<file path="config.mk">
export PLATFORM = sky130hd
export DESIGN_NAME = dmem_bus_ctrl
export DESIGN_NICKNAME = d
export VERILOG_FILES = /design/src/rtl/dmem_bus_ctrl.sv
export SDC_FILE = /design/constraint.sdc
export NUM_CORES = 1
export LEC_CHECK = 0
export ABC_AREA = 1
export CAP_MARGIN = 25
export CORE_MARGIN = 8
export CORE_UTILIZATION = 40
export CTS_CLUSTER_SIZE = 12
export DETAILED_ROUTE_END_ITERATION = 10
export MAX_ROUTING_LAYER = met4
export PLACE_DENSITY = 0.69
export SYNTH_ARGS = -nofsm -noshare
export SYNTH_HDL_FRONTEND = slang
export SYNTH_SLANG_ARGS = --single-unit
</file>
<file path="constraint.sdc">
create_clock -name CLK -period 4.5 [get_ports CLK]
set_input_delay 0.675 -clock CLK [delete_from_list [all_inputs] [get_ports CLK]]
set_output_delay 0.675 -clock CLK [all_outputs]
set_load 0.005 [all_outputs]
</file>
<file path="src/rtl/dmem_bus_ctrl.sv">
// Data-side bus controller: decodes core load/store requests onto RAM or an IO window,
// stalls the core through the multi-cycle access and returns lane-extracted, extended load data.
module dmem_bus_ctrl #(
  parameter int          RAM_WORDS  = 1024,
  parameter int          RAM_WAIT   = 0,
  parameter logic [31:0] IO_BASE    = 32'h0001_0000,
  parameter int          IO_SPAN    = 256,
  parameter int          IO_TIMEOUT = 15
) (
  input  logic                         CLK,
  input  logic                         RESET_N,
  input  logic [31:0]                  daddr,
  input  logic [31:0]                  ddata_w,
  input  logic                         MemRead,
  input  logic                         MemWrite,
  input  logic [1:0]                   size,
  input  logic                         unsigned_n,
  output logic [31:0]                  ddata_r,
  output logic                         stall,
  output logic                         bus_err,
  output logic [$clog2(RAM_WORDS)-1:0] ram_addr,
  output logic [31:0]                  ram_wdata,
  output logic [3:0]                   ram_be,
  output logic                         ram_wren,
  output logic                         ram_rden,
  input  logic [31:0]                  ram_rdata,
  output logic [$clog2(IO_SPAN)-1:0]   io_addr,
  output logic [31:0]                  io_wdata,
  output logic [3:0]                   io_be,
  output logic                         io_wr,
  output logic                         io_rd,
  input  logic                         io_ready,
  input  logic [31:0]                  io_rdata
);

  localparam int          RAM_AW    = $clog2(RAM_WORDS);
  localparam int          IO_AW     = $clog2(IO_SPAN);
  localparam int          CNT_W     = 16;
  localparam logic [31:0] RAM_BYTES = 32'(RAM_WORDS * 4);
  localparam logic [31:0] IO_MASK   = ~32'(IO_SPAN - 1);

  typedef enum logic [2:0] {
    S_IDLE,
    S_ACCESS,
    S_WAIT,
    S_IO_REQ,
    S_DONE
  } state_t;

  function automatic logic [31:0] load_extend(input logic [31:0] raw, input logic [1:0] lane,
                                              input logic [1:0] sz, input logic sext);
    logic [31:0] sh;
    sh = raw >> {lane, 3'b000};
    case (sz)
      2'b00:   load_extend = {{24{sext & sh[7]}}, sh[7:0]};
      2'b01:   load_extend = {{16{sext & sh[15]}}, sh[15:0]};
      default: load_extend = sh;
    endcase
  endfunction

  state_t              r_state;
  logic [RAM_AW-1:0]   r_ram_addr;
  logic [IO_AW-1:0]    r_io_addr;
  logic [1:0]          r_lane;
  logic [1:0]          r_size;
  logic                r_sext;
  logic                r_is_read;
  logic                r_first;
  logic [3:0]          r_be;
  logic [31:0]         r_wdata;
  logic [31:0]         r_rdata;
  logic [31:0]         r_ddata_r;
  logic                r_bus_err;
  logic                r_ram_rden;
  logic                r_ram_wren;
  logic                r_io_rd;
  logic                r_io_wr;
  logic [CNT_W-1:0]    r_cnt;

  logic                w_req;
  logic                w_misalign;
  logic                w_ram_hit;
  logic                w_io_hit;
  logic                w_err;
  logic [3:0]          w_be;
  logic [31:0]         w_wdata;
  logic [31:0]         w_ram_word;

  assign w_req      = MemRead | MemWrite;
  assign w_misalign = ((size == 2'b01) && daddr[0]) || ((size == 2'b10) && (daddr[1:0] != 2'b00));
  assign w_ram_hit  = daddr < RAM_BYTES;
  assign w_io_hit   = (daddr & IO_MASK) == IO_BASE;
  assign w_err      = (size == 2'b11) || w_misalign || (MemRead && MemWrite) || !(w_ram_hit || w_io_hit);
  // With zero wait states the capture cycle is also the last one, so bypass the buffer.
  assign w_ram_word = r_first ? ram_rdata : r_rdata;

  // NOTE: every always_comb output gets a default first so no path can infer a latch.
  always_comb begin
    w_be    = 4'h0;
    w_wdata = ddata_w;
    case (size)
      2'b00: begin
        w_be    = 4'b0001 << daddr[1:0];
        w_wdata = {4{ddata_w[7:0]}};
      end
      2'b01: begin
        w_be    = 4'b0011 << daddr[1:0];
        w_wdata = {2{ddata_w[15:0]}};
      end
      2'b10:   w_be = 4'hF;
      default: w_be = 4'h0;
    endcase
  end

  // NOTE: state registers use non-blocking assignments so every flop samples pre-edge values.
  always_ff @(posedge CLK or negedge RESET_N) begin
    if (!RESET_N) begin
      r_state    <= S_IDLE;
      r_ram_addr <= '0;
      r_io_addr  <= '0;
      r_lane     <= 2'b00;
      r_size     <= 2'b00;
      r_sext     <= 1'b0;
      r_is_read  <= 1'b0;
      r_first    <= 1'b0;
      r_be       <= 4'h0;
      r_wdata    <= '0;
      r_rdata    <= '0;
      r_ddata_r  <= '0;
      r_bus_err  <= 1'b0;
      r_ram_rden <= 1'b0;
      r_ram_wren <= 1'b0;
      r_io_rd    <= 1'b0;
      r_io_wr    <= 1'b0;
      r_cnt      <= '0;
    end else begin
      r_bus_err <= 1'b0;
      case (r_state)
        S_IDLE: begin
          if (w_req) begin
            r_ram_addr <= daddr[RAM_AW+1:2];
            r_io_addr  <= daddr[IO_AW-1:0];
            r_lane     <= daddr[1:0];
            r_size     <= size;
            r_sext     <= unsigned_n;
            r_is_read  <= MemRead;
            r_be       <= w_be;
            r_wdata    <= w_wdata;
            r_cnt      <= '0;
            if (w_err) begin
              r_bus_err <= 1'b1;
              r_ddata_r <= '0;
              r_state   <= S_DONE;
            end else if (w_ram_hit) begin
              r_ram_rden <= MemRead;
              r_ram_wren <= MemWrite;
              r_state    <= S_ACCESS;
            end else begin
              r_io_rd <= MemRead;
              r_io_wr <= MemWrite;
              r_state <= S_IO_REQ;
            end
          end
        end
        S_ACCESS: begin
          r_ram_rden <= 1'b0;
          r_ram_wren <= 1'b0;
          r_cnt      <= CNT_W'(RAM_WAIT);
          r_first    <= 1'b1;
          r_state    <= S_WAIT;
        end
        S_WAIT: begin
          r_first <= 1'b0;
          if (r_first) r_rdata <= ram_rdata;
          if (r_cnt == '0) begin
            if (r_is_read) r_ddata_r <= load_extend(w_ram_word, r_lane, r_size, r_sext);
            r_state <= S_DONE;
          end else begin
            r_cnt <= r_cnt - CNT_W'(1);
          end
        end
        S_IO_REQ: begin
          if (io_ready) begin
            r_io_rd <= 1'b0;
            r_io_wr <= 1'b0;
            if (r_is_read) r_ddata_r <= load_extend(io_rdata, r_lane, r_size, r_sext);
            r_state <= S_DONE;
          end else if (r_cnt == CNT_W'(IO_TIMEOUT - 1)) begin
            r_io_rd   <= 1'b0;
            r_io_wr   <= 1'b0;
            r_bus_err <= 1'b1;
            r_ddata_r <= '0;
            r_state   <= S_DONE;
          end else begin
            r_cnt <= r_cnt + CNT_W'(1);
          end
        end
        // The request still visible here belongs to the op completing now.
        S_DONE:  r_state <= S_IDLE;
        default: r_state <= S_IDLE;
      endcase
    end
  end

  assign stall     = w_req & (r_state != S_DONE);
  assign ddata_r   = r_ddata_r;
  assign bus_err   = r_bus_err;
  assign ram_addr  = r_ram_addr;
  assign ram_wdata = r_wdata;
  assign ram_be    = r_be;
  assign ram_wren  = r_ram_wren;
  assign ram_rden  = r_ram_rden;
  assign io_addr   = r_io_addr;
  assign io_wdata  = r_wdata;
  assign io_be     = r_be;
  assign io_wr     = r_io_wr;
  assign io_rd     = r_io_rd;

endmodule

</file>
# Word-level counts from Yosys, hierarchy flattened
# Cells that the tools add are included.
# totals
regBits	149
in_bits	136
out_inout_bits	128
# classes
n_addsub	2
magnitude_cmp	1
n_eq_ne	22
shift	4
muxes	49
bitwise_logic	6
reduce_logical	25
# ops
op	count
two-way mux 32 bit	8
one-hot mux 32 bit (2 select lines)	3
one-hot mux 32 bit (3 select lines)	1
two-way mux 16 bit	4
one-hot mux 16 bit (4 select lines)	1
>> shifter 32 x 5 -> 32 bit	2
< comparator 32 x 13 -> 1 bit (second input constant)	1
equality test 24 x 9 -> 1 bit (second input constant)	1
inequality test 2 bit (second input constant)	10
two-way mux 1 bit	18
adder 16 x 1 -> 16 bit (second input constant)	1
equality test 16 x 4 -> 1 bit (second input constant)	1
logical NOT 16 bit	1
subtractor 16 x 1 -> 16 bit (second input constant)	1
two-way mux 3 bit	5
one-hot mux 1 bit (2 select lines)	6
one-hot mux 3 bit (4 select lines)	1
one-hot mux 4 bit (3 select lines)	1
AND reduction 5 bit	2
inequality test 3 bit (second input constant)	3
nonzero test 2 bit	4
AND reduction 7 bit	1
equality test 3 x 2 -> 1 bit (second input constant)	2
AND 1 bit	5
other kinds (17)	26

# Longest topological paths before layout
# Gate-level depths: netlist of run 1.
# depth
ltp_word	9
ltp_mapped	15
depth_no_buf	15

# Worst setup path after synthesis of run 1
# Ideal clock, no wire load.
# synth_timing
path_type	register to register
startpoint	reg r_state[2]
endpoint	reg r_cnt[15]
arrival_ps	2037
slack_ps	2346
path_stages_with_launch	14
path_cell_list	dfrtp_1 inv_1 nand2_4 nor2_8 inv_2 ha_1 or2_2 and2_1 nand2_1 nand2_1 nand2_1 nand3_1 nand3_1 nand2_1
# synth_between
elab_chain_len	3
# synth_lines
item	line	text
start, declared	61	state_t r_state;
start signal, assigned	118	r_state <= S_IDLE;
start signal, assigned	153	r_state <= S_DONE;
start signal, assigned	157	r_state <= S_ACCESS;
equality test 3 x 2 -> 1 bit, or another cell as far along	138	case (r_state)
nonzero test 4 bit (no line) / inequality test 2 bit (equally long branches)	n/a	
AND reduction 5 bit (no line)	n/a	
end signal, assigned	168	r_cnt <= CNT_W'(RAM_WAIT);
end signal, assigned	179	r_cnt <= r_cnt - CNT_W'(1);
end signal, assigned	195	r_cnt <= r_cnt + CNT_W'(1);
end, declared	78	logic [CNT_W-1:0] r_cnt;
# Several ways; a longest one is shown, not always the timed one.
# A chain may end at the register's enable or synchronous reset.

# Worst setup path in the final report of run 1
# layout_timing
startpoint	in MemRead
endpoint	out stall
# layout_between
elab_chain_len	2
# layout_lines
item	line	text
start, declared	14	input logic MemRead,
bitwise OR 1 bit	89	assign w_req = MemRead | MemWrite;
AND 1 bit	205	assign stall = w_req & (r_state != S_DONE);
end, declared	19	output logic stall,
# No other way between the ends.

==> results of run 1 <==
## layout by cell type, fill, tap and decap left out, types with 4 or more instances in the layout
cell type,instances
a2bb2oi_1,8
nand3_1,121
o21ai_1,7
inv_1,62
a31oi_1,6
ha_1,14
dfrtp_1,140
a21oi_1,61
clkbuf_16,17
buf_4,12
nor2_1,47
clkdlybuf4s50_1,262
nand2_1,545
nor2_2,4
a21boi_0,7
nand4_1,5
inv_2,8
o211ai_1,22
o21ai_0,139
o21a_1,4
nand2_4,4
## synth_stat cells (8+ instances only)
cell	n	area share, %
a21oi_1	61	3.3
a2bb2oi_1	8	0.75
buf_2	29	1.6
buf_4	48	3.9
clkbuf_1	31	1.2
dfrtp_1	141	38
ha_1	14	1.9
inv_1	63	2.5
nand2_1	545	22
nand3_1	121	6.5
nor2_1	47	1.9
o211ai_1	22	1.8
o21ai_0	139	7.4
## logic make-up after synthesis
group                    after synthesis  synth area share (%)
adder cells (fa/ha/maj)               15                  2.09
AND/OR/NAND/NOR                      749                  33.7
XOR/XNOR                               5                 0.468
buffers and inverters                188                  10.2
flip-flops                           141                  37.7
AO/OA/AOI/OAI                        262                  15.7
multiplexers                           2                 0.214
## power by group
group	switching (mW)	total [mW]	internal [mW]
logic	1.50	2.76	1.26
clock network	0.613	1.43	0.821
registers	0.211	1.73	1.51
total	2.32	5.92	3.60
## routing by layer
metal  wire [um]  track usage [%]  vias to the layer above
met5           0                -                        -
met4         529             5.75                        0
met3        1470             3.49                       34
met2       15000             35.1                      312
met1       14500             30.2                     4483
li1            -                -                     4765
## registers in the layout, summed over array words and instances, names as in the netlist, 2 cells and up
| name | count |
|---|---|
| io_be | 4 |
| io_addr | 2 |
| r_size | 2 |
| r_rdata | 32 |
| io_wdata | 32 |
| r_state | 3 |
| ram_addr | 10 |
| ddata_r | 32 |
| r_cnt | 16 |
## area by class of cell
type,instances,area share (%)
inverters,71,2.15
repair buffers,275,22.0
clock inverters,12,1.03
multi-input cells,1033,39.4
flip-flops and latches,141,28.5
well taps,319,3.22
clock buffers,20,3.77
## worst max path at each step
stage / depth (start not counted) / end / slack (ns) / startpoint
4_1_cts: 6 / stall / 1.62 / MemRead
5_1_grt: 6 / stall / 1.50 / MemRead
6_report: 6 / stall / 1.61 / MemRead
3_5_place_dp: 10 / ddata_r[12] / 1.45 / size[1]
3_3_place_gp: 10 / ddata_r[7] / 1.55 / size[1]
2_1_floorplan: 13 / r_cnt[15] / 2.35 / r_state[2]
==> flow_summary_export.csv, run 1 <==
group,metric,value,unit
run,cap_violations,0,
logic_synthesis,synth_cells,1362,
logic_synthesis,yosys_warnings,0,
sta,setup_viol,0,
worst_setup_path,r2r_start,"io_addr[1]",
global_route,globalRouteOverflowTotal,0,
sta,fin_skew,0.00769,ns
sta,fin_crit_sh,64.1,%
sta,timing_max_transition_violations_final,0,
worst_setup_path,crit_arrival,2.21,ns
sta,hold_ws,0.335,ns
clock_tree,cts_hold_repair.buffers,0,
finish,final_layout_size_suffix_gt1_share,5.03,%
clock_tree,post_cts_buffers,0,
finish,multiInputGateArea,0.00488,mm2
sta,rsz0062_at_grt,"no",
clock_tree,clk-insertion-delay-late,0.43,ns
clock_tree,cts_max_level,4,
floorplanning,die_w,169,um
clock_tree,cts_root_buffer,"clkbuf_16",
route,drt_first_pass_iters,5,
clock_tree,ctsResizeCount,0,
logic_synthesis,syn_avg_cell_area,6.87,um2
sta,fin_crit,2.89,ns
clock_tree,clockBufferDepth,2,
route,drt_iter0_markers,784,
worst_setup_path,critPathKind,"in -> out",
route,vias_per_cell,5.13,
sta,tightest_slew,0.821,ns
worst_setup_path,cp_top_family,"buffers and inverters",
worst_setup_path,endpoint_kind,"primary output",
sta,fin_tns_setup,0,ns
route,wl_per_cell,16.9,um
power_and_ir_drop,leakagePower,6.09,nW
finish,synthToLayoutAreaGrowth,32.4,%
logic_synthesis,ys_ff_latch,141,
finish,fillers,2240,
finish,final_area,0.0124,mm2
global_route,antenna_found_initial,0,
route,drc_errors,0,
worst_setup_path,r2r_setup_slack,1.86,ns
placement,place_ws,1.45,ns
worst_setup_path,cp_num_buf_inv,4,
floorplanning,io_pins,264,
sta,hold_viol,0,
route,vias,9594,
finish,ff_latch_area,0.00353,mm2
worst_setup_path,critPathSlowestCell,"clkdlybuf4s50_1",
floorplanning,core_area,0.0232,mm2
status,status,"finished, final reports clean",
logic_synthesis,yosysSeqAreaShare,37.7,%
global_route,grt_pass1_wl,49900,um
placement,portBuffers,263,
placement,dpl.hpwl,23700,um
placement,place_congestion,0.929,
logic_synthesis,ys_async_sr_fraction,100,%
logic_synthesis,synth.distinct_cells,47,
placement,dp.cells,1839,
worst_setup_path,cp.required,3.83,ns
logic_synthesis,syn_nets,1513,
finish,layout.nets,1690,
logic_synthesis,synth-main-ff-cell,"dfrtp_1",
finish,final_util,53.4,%
worst_setup_path,start_kind,"input port",
floorplanning,die_h,169,um
clock_tree,cts.clk_slew.worst_paths,0.06,ns
clock_tree,numClockSinks,141,
logic_synthesis,synth_edf_count,0,
clock_tree,cts_buffers,17,
sta,max_freq,0.347,GHz
global_route,grt_max_degree,88,
worst_setup_path,rr_worst_depth,10,
global_route,grt_pass1_vias,9151,
worst_setup_path,critPathMaxFanout,4,
power_and_ir_drop,finalPower,5.92,mW
finish,instances_no_fill,1871,
floorplanning,start_util,40.4,%
floorplanning,rows,56,
finish,antenna_cells,0,
route,routed_wl,31600,um
route,ant_nets,0,
power_and_ir_drop,ir_drop,0.309,mV
worst_setup_path,critical_path.max_stage_delay,0.56,ns
logic_synthesis,synthesis.area,0.00936,mm2
floorplanning,die-area,0.0285,mm2
power_and_ir_drop,p_per_area,478,mW/mm2
global_route,grt_use_total,22.5,%
worst_setup_path,crit_chain,"clkdlybuf4s50_1, inv_1, nand2_1, inv_1, a31oi_1, clkdlybuf4s50_1",
placement,placed_cell_area,0.0118,mm2
clock_tree,cts_tree,"built",
sta,finalWorstSetupSlack,1.61,ns
worst_setup_path,timing.rr.end,"ddata_r[31]",
hold_path,hp-class,"in -> async",
sta,relSlewSlack,45.2,%
(Power assumes the default switching activity.)
==> run 2, diff against run 1 <==
- clock period: 4.5 -> 2.8 ns (I/O delays scaled with it)
==> run 2 against run 1 <==
Net effect: the run now ends with negative hold slack left; worst setup slack worse by 1.3 ns; global-route usage is 0.18 points higher; largest cell class unchanged; first-iteration DRC count is 6.6% higher; via count is 0.97% higher; critical path type unchanged; design area is 0.82% higher; highest routed layer unchanged; critical path depth stayed put; count of clock-buffer cells in the layout is 2 lower; combinational power is 64% higher; power is 63% higher; core utilization is 0.44 points higher.
==> flow_summary_export.csv, run 2 (synthesized netlist as in run 1, its figures left out) <==
group,metric,value,unit
floorplanning,io_pins,264,
clock_tree,numClockSinks,141,
placement,placed_cell_area,0.0119,mm2
worst_setup_path,r2r_setup_slack,0.33,ns
worst_setup_path,start_kind,"input port",
global_route,grt_max_degree,66,
finish,antenna_cells,0,
clock_tree,cts_hold_repair.buffers,0,
clock_tree,clk-insertion-delay-late,0.44,ns
clock_tree,ctsResizeCount,0,
route,wl_per_cell,17.0,um
worst_setup_path,crit_chain,"clkdlybuf4s50_1, inv_1, nand2_1, inv_1, a31oi_1, clkdlybuf4s50_1",
clock_tree,cts_max_level,4,
worst_setup_path,critPathSlowestCell,"clkdlybuf4s50_1",
power_and_ir_drop,power_switching,3.80,mW
placement,dpl.hpwl,24100,um
clock_tree,cts_buffers,17,
finish,fillers,2233,
finish,layout.nets,1698,
worst_setup_path,critical_path.max_stage_delay,0.57,ns
global_route,grt_use_total,22.7,%
global_route,globalRouteOverflowTotal,0,
worst_setup_path,r2r_start,"r_state[2]",
worst_setup_path,critPathKind,"in -> out",
sta,fin_crit_sh,89.1,%
finish,final_layout_size_suffix_gt1_share,5.51,%
finish,layout_commonest_cell,"nand2_1",
worst_setup_path,crit_arrival,2.08,ns
floorplanning,start_util,40.4,%
route,vias,9687,
finish,mostFrequentLayoutCells,"545 x nand2_1, 262 x clkdlybuf4s50_1, 140 x dfrtp_1, 139 x o21ai_0, 121 x nand3_1",
clock_tree,clockBufferDepth,2,
global_route,grt_pass1_vias,9285,
worst_setup_path,endpoint_kind,"primary output",
sta,tightest_slew,0.762,ns
floorplanning,die_h,169,um
sta,timing_max_transition_violations_final,0,
floorplanning,die_w,169,um
sta,setup_viol,0,
global_route,antenna_found_initial,0,
power_and_ir_drop,share_seq_of_total_power,28.8,%
power_and_ir_drop,clockPowerShare,24.3,%
sta,fin_tns_setup,0,ns
status,failed_checks,"negative hold slack",
placement,portBuffers,263,
finish,instances_no_fill,1879,
floorplanning,core_area,0.0232,mm2
placement,dp.cells,1847,
route,drc_errors,0,
clock_tree,cts_tree,"built",
run,cap_violations,0,
worst_setup_path,timing.rr.end,"r_cnt[15]",
route,routed_wl,31900,um
route,drt_iter0_markers,836,
power_and_ir_drop,leakagePower,6.14,nW
worst_setup_path,rr_worst_depth,14,
sta,relSlewSlack,48.9,%
floorplanning,rows,56,
power_and_ir_drop,p_comb_share,46.9,%
power_and_ir_drop,power.internal,5.87,mW
route,vias_per_cell,5.16,
route,drt_first_pass_iters,5,
sta,fin_crit,2.50,ns
worst_setup_path,cp_num_buf_inv,4,
sta,rsz0062_at_grt,"no",
finish,final_area,0.0125,mm2
worst_setup_path,cp.required,2.38,ns
sta,fin_skew,0.0118,ns
clock_tree,cts.clk_slew.worst_paths,0.06,ns
finish,synthToLayoutAreaGrowth,33.5,%
power_and_ir_drop,ir_drop,0.482,mV
power_and_ir_drop,switching_share,39.3,%
power_and_ir_drop,p_per_area,774,mW/mm2
worst_setup_path,cp_top_family,"buffers and inverters",
power_and_ir_drop,finalPower,9.67,mW
placement,place_congestion,0.924,
worst_setup_path,critPathMaxFanout,4,
clock_tree,post_cts_buffers,0,
global_route,grt_pass1_wl,50300,um
clock_tree,cts_root_buffer,"clkbuf_16",
status,status,"finished, violations left",
sta,hold_viol,15,
route,ant_nets,0,
sta,hold_ws,-0.0144,ns
floorplanning,die-area,0.0285,mm2
hold_path,hp-class,"in -> async",
sta,max_freq,0.401,GHz
run 2: cell types whose count changed in the layout (fill, tap and decap cells not counted):
cell | before | now
buf_4 | 12 | 17
buf_12 | 0 | 3
clkbuf_8 | 3 | 1
clkinv_2 | 0 | 2
bufinv_16 | 1 | 2
clkinv_4 | 3 | 2
run 2: cell type report:
class	count	area (um2)	share of cell area, %
multi-input cells	1033	4880	39.1
repair buffers	283	2820	22.6
inverters	71	267	2.13
clock buffers	18	439	3.51
flip-flops and latches	141	3530	28.2
clock inverters	14	159	1.27
well taps	319	399	3.19
run 2: power groups by stage:
stage               registers (mW)  clock network (mW)  logic (mW)
finish                        2.78                2.35        4.54
global placement              2.81                   0        4.50
detailed placement            2.82                   0        4.53
floorplan                     2.75                   0        2.74
CTS                           2.79                2.38        4.55
global route                  2.84                2.46        4.96
run 2: worst max path at each step:
stage	slack, ns	to	cells after the start	startpoint
after detailed placement	0.33	ddata_r[15]	10	MemRead
after floorplan	0.65	r_cnt[15]	13	r_state[2]
after global routing	0.13	r_cnt[11]	14	r_state[2]
after CTS	0.33	r_cnt[15]	14	r_state[2]
final	0.30	stall	6	MemRead
after global placement	0.33	ddata_r[15]	10	MemRead
run 2: layer usage:
metal	GRT usage, %	vias up	share of wire, %
met5	-	-	0
met4	7.26	0	2.5
met3	3.49	47	5.6
met2	34.1	373	46
met1	30.9	4484	46
li1	-	4783	-
run 2: per-stage QoR:
| step | utilization [%] | setup WS, ns |
|---|---|---|
| floorplan | - | 0.646 |
| global placement | 51.3 | 0.329 |
| detailed placement | 51.3 | 0.333 |
| CTS | 53.9 | 0.326 |
| global route | 53.9 | 0.133 |
| finish | 53.9 | 0.304 |
run 2: worst register-to-register path, delay by kind of cell, from the launching register on:
family	cells	cell delay, ns
buffers and inverters	2	0.30
AND/OR/NAND/NOR	11	1.34
adder cells (fa/ha/maj)	1	0.38
flip-flops	1	0.39
==> run 3, diff against run 2 <==
- CORE_ASPECT_RATIO: default -> 1.1
- clock period: 2.8 -> 2.45 ns (I/O delays scaled with it)
==> run 3 against run 2 <==
Net effect: the flow now finishes without violations; critical path depth is the same; wire length grew 2.8%; clock skew decreased by 0.00060 ns; sequential share of layout area decreased by 0.20 points; non-clock buffer count increased by 10; largest cell class unchanged; highest routed layer unchanged.
==> flow_summary_export.csv, run 3 (synthesized netlist as in run 1, its figures left out) <==
group,metric,value,unit
status,status,"finished, final reports clean",
floorplanning,io_pins,264,
worst_setup_path,critPathKind,"in -> out",
global_route,grt_pass1_wl,52400,um
finish,mostFrequentLayoutCells,"545 x nand2_1, 262 x clkdlybuf4s50_1, 140 x dfrtp_1, 138 x o21ai_0, 121 x nand3_1",
sta,fin_crit,2.30,ns
global_route,grt_pass1_vias,9385,
finish,instances_no_fill,1871,
power_and_ir_drop,power.internal,6.77,mW
sta,fin_skew,0.0112,ns
route,drc_errors,0,
floorplanning,core_area,0.0229,mm2
clock_tree,cts_tree,"built",
finish,layout_commonest_cell,"nand2_1",
clock_tree,clk-insertion-delay-late,0.43,ns
finish,layout.nets,1708,
route,wl_per_cell,17.5,um
sta,hold_viol,0,
placement,place_ws,0.0857,ns
power_and_ir_drop,leakagePower,6.20,nW
sta,setup_viol,0,
worst_setup_path,endpoint_kind,"primary output",
run,cap_violations,0,
power_and_ir_drop,p_comb_share,47.6,%
route,ant_nets,0,
power_and_ir_drop,finalPower,11.1,mW
global_route,grt_max_degree,66,
worst_setup_path,crit_arrival,1.93,ns
global_route,grt_use_total,23.5,%
placement,dp.cells,1835,
floorplanning,die_h,176,um
power_and_ir_drop,power_switching,4.31,mW
sta,fin_tns_setup,0,ns
sta,fin_crit_sh,93.8,%
clock_tree,numClockSinks,141,
sta,max_freq,0.435,GHz
clock_tree,cts.clk_slew.worst_paths,0.06,ns
finish,final_layout_size_suffix_gt1_share,6.18,%
floorplanning,die-area,0.0286,mm2
route,routed_wl,32800,um
sta,tightest_slew,0.821,ns
floorplanning,rows,58,
global_route,globalRouteOverflowTotal,0,
power_and_ir_drop,switching_share,38.9,%
worst_setup_path,start_kind,"input port",
power_and_ir_drop,p_per_area,881,mW/mm2
hold_path,hp-class,"in -> async",
placement,place_congestion,0.932,
worst_setup_path,critPathMaxFanout,4,
clock_tree,cts_buffers,17,
finish,fillers,2269,
power_and_ir_drop,ir_drop,0.773,mV
sta,finalWorstSetupSlack,0.151,ns
clock_tree,cts_root_buffer,"clkbuf_16",
sta,relSlewSlack,45.0,%
sta,timing_max_transition_violations_final,0,
floorplanning,die_w,162,um
power_and_ir_drop,clockPowerShare,23.6,%
power_and_ir_drop,share_seq_of_total_power,28.8,%
placement,portBuffers,263,
global_route,antenna_found_initial,1,
route,vias_per_cell,5.21,
route,drt_first_pass_iters,6,
floorplanning,start_util,40.8,%
placement,dpl.hpwl,24900,um
route,drt_iter0_markers,982,
clock_tree,cts_max_level,4,
clock_tree,clockBufferDepth,2,
route,vias,9745,
worst_setup_path,cp.required,2.08,ns
finish,synthToLayoutAreaGrowth,34.5,%
-- run 3: power by group through the flow --
| stage | registers [mW] | logic, mW | clock network, mW |
|---|---|---|---|
| 6_report | 3.19 | 5.27 | 2.62 |
| 5_1_grt | 3.26 | 5.74 | 2.77 |
| 4_1_cts | 3.20 | 5.30 | 2.67 |
| 3_5_place_dp | 3.23 | 5.27 | 0 |
| 3_3_place_gp | 3.23 | 5.26 | 0 |
| 2_1_floorplan | 3.15 | 3.13 | 0 |
-- run 3: final cells by class --
class | instances | area [um2] | share of cell area [%]
well taps | 300 | 375 | 2.98
multi-input cells | 1033 | 4890 | 38.9
clock inverters | 12 | 135 | 1.07
inverters | 71 | 267 | 2.12
repair buffers | 293 | 2940 | 23.3
flip-flops and latches | 141 | 3530 | 28.0
clock buffers | 20 | 447 | 3.55
diodes | 1 | 2.50 | 0.0199
-- run 3: critical path: stages --
cell and delay (ns):
clkdlybuf4s50_1 0.53, inv_1 0.10, nand2_1 0.07, inv_1 0.08
a31oi_1 0.23, clkdlybuf4s50_1 0.55
-- run 3: what timing repair did --
item / CTS / global route
endpoints found under the setup margin: 0 / 29
hold endpoints to repair: 48 / 0
hold buffers: 1 / 0
setup buffers: 0 / 2
resized for setup: 0 / 5
-- run 3: stage by stage --
step / hold slack [ns] / area, um2 / util [%]
2_1_floorplan: 0.0719 / 9360 / -
3_3_place_gp: 0.346 / 12000 / 52.2
3_5_place_dp: 0.353 / 12000 / 52.2
4_1_cts: 0.460 / 12600 / 54.8
5_1_grt: 0.479 / 12600 / 54.9
6_report: 0.451 / 12600 / 54.9
-- run 3: final timing paths --
| kind | from | endpoint | slack, ns | cells after the start |
|---|---|---|---|---|
| worst max register to register | r_state[2] | r_cnt[8] | 0.17 | 12 |
| worst max-delay path | MemRead | stall | 0.15 | 6 |
| max in group asynchronous | RESET_N | r_first | 1.34 | 3 |
| worst min-delay path | RESET_N | ram_addr[3] | 0.45 | 2 |
| min in group CLK | ram_addr[6] | ram_addr[6] | 0.47 | 2 |
| worst min register to register | ram_addr[6] | ram_addr[6] | 0.47 | 2 |
-- run 3: layer usage --
metal	GRT usage [%]	wire (um)
met3	3.66	1740
met2	36.5	15700
met1	31.3	14800
met5	-	0
met4	6.83	646
